File: config.mk
export PLATFORM = sky130hd
export DESIGN_NAME = addr_pipe_seg_flat
export DESIGN_NICKNAME = d
export VERILOG_FILES = /design/src/rtl/addr_pipe_seg_pkg.sv /design/src/rtl/addr_pipe_seg_if.sv /design/src/rtl/addr_seg_stage.sv /design/src/rtl/addr_pipe_seg.sv /design/src/flat_wrapper.sv
export SDC_FILE = /design/constraint.sdc
export NUM_CORES = 1
export LEC_CHECK = 0
export ABC_CLOCK_PERIOD_IN_PS = 1700
export CAP_MARGIN = 5
export CORE_UTILIZATION = 38
export CTS_BUF_LIST = sky130_fd_sc_hd__clkbuf_4 sky130_fd_sc_hd__clkbuf_8
export DETAILED_ROUTE_END_ITERATION = 12
export PLACE_DENSITY = 0.83
export SKIP_LAST_GASP = 1
export SLEW_MARGIN = 20
export SYNTH_ARGS = -nofsm -noshare
export SYNTH_HDL_FRONTEND = slang
export SYNTH_HIERARCHICAL = 1
export SYNTH_SLANG_ARGS = --single-unit
File: constraint.sdc
create_clock -name clk -period 1.7 [get_ports clk]
set_clock_uncertainty 0.2 [all_clocks]
set_input_delay 0.34 -clock clk [delete_from_list [all_inputs] [get_ports clk]]
set_output_delay 0.34 -clock clk [all_outputs]
set_load 0.02 [all_outputs]
File: src/rtl/addr_pipe_seg_pkg.sv
// Shared constants for the address-tracking pipe segment: default widths,
// default depth and the stage indices of the EX/MEM/WB segment.
package addr_pipe_seg_pkg;

   localparam int DEF_NSRC  = 2;
   localparam int DEF_RW    = 5;
   localparam int DEF_CW    = 12;
   localparam int DEF_DEPTH = 3;

   localparam int STG_EX  = 0;
   localparam int STG_MEM = 1;
   localparam int STG_WB  = 2;

endpackage

File: src/rtl/addr_pipe_seg_if.sv
// Bus bundle for addr_pipe_seg: ID-stage inputs, per-stage hold/clear controls
// and the registered per-stage address outputs plus forwarding hits.
interface addr_pipe_seg_if
   import addr_pipe_seg_pkg::*;
#(
   parameter int NSRC  = DEF_NSRC,
   parameter int RW    = DEF_RW,
   parameter int CW    = DEF_CW,
   parameter int DEPTH = DEF_DEPTH
);

   logic                        valid_ID;
   logic [NSRC*RW-1:0]          src_ID;
   logic [RW-1:0]               dest_ID;
   logic [CW-1:0]               csr_dest_ID;
   logic [DEPTH-1:0]            bubble;
   logic [DEPTH-1:0]            flush;
   logic [NSRC*RW-1:0]          src_EX;
   logic [DEPTH-1:0]            valid_st;
   logic [DEPTH*RW-1:0]         dest_st;
   logic [DEPTH*CW-1:0]         csr_dest_st;
   logic [NSRC*(DEPTH-1)-1:0]   fwd_hit;

   modport master (
      output valid_ID, src_ID, dest_ID, csr_dest_ID, bubble, flush,
      input  src_EX, valid_st, dest_st, csr_dest_st, fwd_hit
   );

   modport slave (
      input  valid_ID, src_ID, dest_ID, csr_dest_ID, bubble, flush,
      output src_EX, valid_st, dest_st, csr_dest_st, fwd_hit
   );

endinterface

File: src/rtl/addr_seg_stage.sv
// One pipe segment stage: hold on bubble, clear on flush, insert a bubble when
// the upstream stage is held, otherwise load. CSR tracking needs ADDR_PIPE_CSR_EN.
module addr_seg_stage #(
   parameter int RW        = 5,
   parameter int CW        = 12,
   parameter int SW        = 10,
   parameter bit CARRY_SRC = 1'b0
) (
   input  logic          clk,
   input  logic          rst_n,
   input  logic          hold,
   input  logic          clr,
   input  logic          up_hold,
   input  logic          ld_valid,
   input  logic [SW-1:0] ld_src,
   input  logic [RW-1:0] ld_dest,
   input  logic [CW-1:0] ld_csr,
   output logic          valid,
   output logic [SW-1:0] src,
   output logic [RW-1:0] dest,
   output logic [CW-1:0] csr
);

   // Any reason not to take a real entry collapses to "load all-zero".
   logic kill;
   logic unused_ld;

   assign kill      = clr | up_hold | ~ld_valid;
   assign unused_ld = ^{ld_src, ld_csr};

   always_ff @(posedge clk) begin
      if (!rst_n) begin
         valid <= 1'b0;
         dest  <= '0;
      end else if (!hold) begin
         valid <= ~kill;
         dest  <= kill ? '0 : ld_dest;
      end
   end

   generate
      if (CARRY_SRC) begin : g_src
         always_ff @(posedge clk) begin
            if (!rst_n)     src <= '0;
            else if (!hold) src <= kill ? '0 : ld_src;
         end
      end else begin : g_nosrc
         assign src = '0;
      end
   endgenerate

`ifdef ADDR_PIPE_CSR_EN
   always_ff @(posedge clk) begin
      if (!rst_n)     csr <= '0;
      else if (!hold) csr <= kill ? '0 : ld_csr;
   end
`else
   assign csr = '0;
`endif

endmodule

File: src/rtl/addr_pipe_seg.sv
// Destination/source address tracking across the EX..WB segment with
// forwarding-hit detection. CSR tracking is enabled by ADDR_PIPE_CSR_EN.
module addr_pipe_seg
   import addr_pipe_seg_pkg::*;
#(
   parameter int NSRC  = DEF_NSRC,
   parameter int RW    = DEF_RW,
   parameter int CW    = DEF_CW,
   parameter int DEPTH = DEF_DEPTH
) (
   input  logic            clk,
   input  logic            rst_n,
   addr_pipe_seg_if.slave  bus
);

   logic [DEPTH-1:0]          valid_q;
   logic [DEPTH*RW-1:0]       dest_q;
   logic [DEPTH*CW-1:0]       csr_q;
   logic [NSRC*RW-1:0]        src_q;
   logic [NSRC*(DEPTH-1)-1:0] fwd;

   generate
      for (genvar k = 0; k < DEPTH; k++) begin : g_stage
         if (k == STG_EX) begin : g_ex
            addr_seg_stage #(.RW(RW), .CW(CW), .SW(NSRC*RW), .CARRY_SRC(1'b1)) u_stage (
               .clk      (clk),
               .rst_n    (rst_n),
               .hold     (bus.bubble[k]),
               .clr      (bus.flush[k]),
               .up_hold  (1'b0),
               .ld_valid (bus.valid_ID),
               .ld_src   (bus.src_ID),
               .ld_dest  (bus.dest_ID),
               .ld_csr   (bus.csr_dest_ID),
               .valid    (valid_q[k]),
               .src      (src_q),
               .dest     (dest_q[k*RW +: RW]),
               .csr      (csr_q[k*CW +: CW])
            );
         end else begin : g_late
            // Sources only live in EX; later stages expose a constant zero here.
            logic [NSRC*RW-1:0] src_nc;
            logic               unused_src;
            assign unused_src = ^src_nc;

            addr_seg_stage #(.RW(RW), .CW(CW), .SW(NSRC*RW), .CARRY_SRC(1'b0)) u_stage (
               .clk      (clk),
               .rst_n    (rst_n),
               .hold     (bus.bubble[k]),
               .clr      (bus.flush[k]),
               .up_hold  (bus.bubble[k-1]),
               .ld_valid (valid_q[k-1]),
               .ld_src   ('0),
               .ld_dest  (dest_q[(k-1)*RW +: RW]),
               .ld_csr   (csr_q[(k-1)*CW +: CW]),
               .valid    (valid_q[k]),
               .src      (src_nc),
               .dest     (dest_q[k*RW +: RW]),
               .csr      (csr_q[k*CW +: CW])
            );
         end
      end
   endgenerate

   // Register 0 is never a real producer, so a zero destination never hits.
   always_comb begin
      fwd = '0;
      for (int i = 0; i < NSRC; i++) begin
         for (int k = 1; k < DEPTH; k++) begin
            fwd[i*(DEPTH-1) + (k-1)] = valid_q[STG_EX] && valid_q[k]
                                       && (dest_q[k*RW +: RW] != '0)
                                       && (src_q[i*RW +: RW] == dest_q[k*RW +: RW]);
         end
      end
   end

   assign bus.src_EX      = src_q;
   assign bus.valid_st    = valid_q;
   assign bus.dest_st     = dest_q;
   assign bus.csr_dest_st = csr_q;
   assign bus.fwd_hit     = fwd;

endmodule

File: src/flat_wrapper.sv
// flat-port wrapper written by rule: the top's interface ports become plain ports
module addr_pipe_seg_flat import addr_pipe_seg_pkg::*;
#(
   parameter int NSRC  = DEF_NSRC,
   parameter int RW    = DEF_RW,
   parameter int CW    = DEF_CW,
   parameter int DEPTH = DEF_DEPTH
)
  (clk, rst_n, bus_valid_ID, bus_src_ID, bus_dest_ID, bus_csr_dest_ID, bus_bubble, bus_flush, bus_src_EX, bus_valid_st, bus_dest_st, bus_csr_dest_st, bus_fwd_hit);
  addr_pipe_seg_if #(.NSRC(NSRC), .RW(RW), .CW(CW), .DEPTH(DEPTH)) bus_i ();
  input  logic clk;
  input  logic rst_n;
  input wire logic [$bits(bus_i.valid_ID)-1:0] bus_valid_ID;
  input wire logic [$bits(bus_i.src_ID)-1:0] bus_src_ID;
  input wire logic [$bits(bus_i.dest_ID)-1:0] bus_dest_ID;
  input wire logic [$bits(bus_i.csr_dest_ID)-1:0] bus_csr_dest_ID;
  input wire logic [$bits(bus_i.bubble)-1:0] bus_bubble;
  input wire logic [$bits(bus_i.flush)-1:0] bus_flush;
  output wire logic [$bits(bus_i.src_EX)-1:0] bus_src_EX;
  output wire logic [$bits(bus_i.valid_st)-1:0] bus_valid_st;
  output wire logic [$bits(bus_i.dest_st)-1:0] bus_dest_st;
  output wire logic [$bits(bus_i.csr_dest_st)-1:0] bus_csr_dest_st;
  output wire logic [$bits(bus_i.fwd_hit)-1:0] bus_fwd_hit;
  assign bus_i.valid_ID = bus_valid_ID;
  assign bus_i.src_ID = bus_src_ID;
  assign bus_i.dest_ID = bus_dest_ID;
  assign bus_i.csr_dest_ID = bus_csr_dest_ID;
  assign bus_i.bubble = bus_bubble;
  assign bus_i.flush = bus_flush;
  assign bus_src_EX = bus_i.src_EX;
  assign bus_valid_st = bus_i.valid_st;
  assign bus_dest_st = bus_i.dest_st;
  assign bus_csr_dest_st = bus_i.csr_dest_st;
  assign bus_fwd_hit = bus_i.fwd_hit;
  addr_pipe_seg #(.NSRC(NSRC), .RW(RW), .CW(CW), .DEPTH(DEPTH)) u_core (.clk(clk), .rst_n(rst_n), .bus(bus_i));
endmodule
==> flow_summary.json <==
{
  "vias_per_cell": 4.90,
  "cap_violations": 0,
  "arrival_ps": 1640,
  "r2r_start": "u_core/g_stage[0].g_ex.u_stage/valid",
  "yosys_warnings": 6,
  "overflow": 0,
  "hold_buffers": 0,
  "p_per_area_nw_per_um2": 544,
  "cp-endpoint": "bus_fwd_hit[2]",
  "final.fill_count": 310,
  "cp-startpoint": "u_core/g_stage[1].g_late.u_stage/dest[3]",
  "drc": 0,
  "coreArea_um2": 3740,
  "wl_per_cell_um": 15.1,
  "finalInstanceArea_um2": 2290,
  "end_kind": "primary output",
  "period_share": 1.28,
  "fin_cells": 268,
  "dp_hpwl_mm": 3.07,
  "final_nets": 257,
  "netlist_instances": 141,
  "route.met2.wl_mm": 2.10,
  "multiInputGateArea_um2": 852,
  "run_status": "finished, violations left",
  "drive_gt1_frac": 0.332,
  "vias": 1314,
  "slew_violations": 0,
  "die_area_um2": 4260,
  "setup_slack_ps": -482,
  "dp_slack_ps": -665,
  "cts_made_buffers": 3,
  "highest_layer": "met4",
  "regArea_um2": 587,
  "io_buffers": 55,
  "grt_pass1_vias": 1297,
  "min_period_ps": 2180,
  "cts_sinks": 28,
  "dr_wl_met3_um": 273,
  "worst_ep_required_time_ps": 1160,
  "dpl_cell_area_um2": 2280,
  "hold-worst-slack_ps": 309,
  "fp.dieW_um": 65.3,
  "rows": 22,
  "io_pins": 104,
  "syn_avg_cell_area_um2": 10.8,
  "clock.fmax_ghz": 0.458,
  "drt_iter0_drc": 50,
  "diodes": 0,
  "chipHeight_um": 65.3,
  "grt_max_degree": 21,
  "insertion_delay_ps": 280,
  "worstSetupPathType": "register to primary output",
  "finalPower_mw": 1.25,
  "hold_violations": 0,
  "antenna_left": 0,
  "area_delta_synth_final_pct": 50.7,
  "crit_fanout": 2,
  "cts_root_buf": "clkbuf_8",
  "reg2reg_depth": 3,
  "ir_worst_vdd_v": 0.000469,
  "grt_pass1_wl_mm": 6.58,
  "violations": "setup timing",
  "routed_wl_mm": 4.06,
  "hold_path.class": "register to register",
  "grt.total_usage": 0.205,
  "reg2reg_slack_ps": 290,
  "p_leak_nw": 1.05,
  "clkTransAtPathRegs_ps": 90,
  "first_pass_iters": 4,
  "place_inst": 264,
  "initial_core_util": 0.406,
  "r2r-end": "u_core/g_stage[1].g_late.u_stage/dest[0]",
  "startpoint_type": "register",
  "place.gp.congestion": 0.785,
  "h-tree-depth": 1,
  "cts_tree": "built",
  "synthesis.area_um2": 1520,
  "wl_met1_mm": 1.63,
  "clockBufferDepth": 2,
  "postCtsSetupBuffers": 0,
  "setup_viol_count_final": 4,
  "rsz0062_at_grt": "true",
  "antenna_found_initial": 0
}
layer usage:
layer  global-route usage  vias to the layer above
met5                    0                        -
met4               0.0734                        0
met3               0.0434                        7
met2                0.354                       67
met1                0.248                      629
li1                     -                      611
repair_timing:
| item | 4_1_cts | 5_1_grt |
|---|---|---|
| gates cloned | 0 | 0 |
| pin swaps | 5 | 2 |
| setup endpoints to repair | 32 | 20 |
| resized for setup | 62 | 22 |
critical path, cell delays in order (launching register included):
cell and delay, ps:
dfxtp_4 350, or4_4 540, o211ai_4 250, nor4_4 60, buf_4 170
registers in the layout (all words and copies together), names as in the netlist:
| register | flops |
|---|---|
| u_core/g_stage.g_late.u_stage/valid | 2 |
| u_core/g_stage.g_ex.u_stage/valid | 1 |
| u_core/g_stage.g_late.u_stage/dest | 10 |
| u_core/g_stage.g_ex.u_stage/src | 10 |
| u_core/g_stage.g_ex.u_stage/dest | 5 |
worst min path at each step:
stage / from / to / cells past startpoint
CTS: u_core/g_stage[0].g_ex.u_stage/dest[0] / u_core/g_stage[0].g_ex.u_stage/dest[0] / 1
floorplan: rst_n / u_core/g_stage[1].g_late.u_stage/valid / 1
global route: u_core/g_stage[0].g_ex.u_stage/dest[0] / u_core/g_stage[0].g_ex.u_stage/dest[0] / 1
global placement: u_core/g_stage[0].g_ex.u_stage/dest[0] / u_core/g_stage[0].g_ex.u_stage/dest[0] / 1
finish: u_core/g_stage[0].g_ex.u_stage/dest[0] / u_core/g_stage[0].g_ex.u_stage/dest[0] / 1
detailed placement: u_core/g_stage[0].g_ex.u_stage/dest[0] / u_core/g_stage[0].g_ex.u_stage/dest[0] / 1
final cells by class:
| cell class | count | share of cell area |
|---|---|---|
| clock inverters | 1 | 0.00164 |
| flip-flops and latches | 28 | 0.256 |
| well taps | 48 | 0.0262 |
| multi-input cells | 103 | 0.372 |
| repair buffers | 85 | 0.326 |
| clock buffers | 3 | 0.0180 |
power by group:
group | internal, mW | total (mW) | leakage, nW | switching [mW]
Sequential | 0.657 | 0.664 | 0.234 | 0.00715
Clock | 0.163 | 0.368 | 0.0231 | 0.205
Combinational | 0.0814 | 0.214 | 0.790 | 0.133
placed cells by master (no fill, tap or decap), drive strengths merged:
master / count
buf: 34
a32o: 25
nor4: 4
and2: 3
nand3: 4
o211ai: 2
conb: 37
clkdlybuf4s50: 23
dlygate4sd2: 14
dfxtp: 28
nor4b: 3
xor2: 8
a22o: 3
clkbuf: 11
or4: 2
clkdlybuf4s15: 6
clkinv: 1
xnor2: 12
metrics by stage:
| step | setup TNS, ps | utilization |
|---|---|---|
| 2_1_floorplan | -471 | - |
| 3_3_place_gp | -5300 | 0.608 |
| 3_5_place_dp | -5990 | 0.608 |
| 4_1_cts | -1860 | 0.618 |
| 5_1_grt | -2060 | 0.612 |
| 6_report | -1880 | 0.612 |
(Power assumes the default switching activity.)
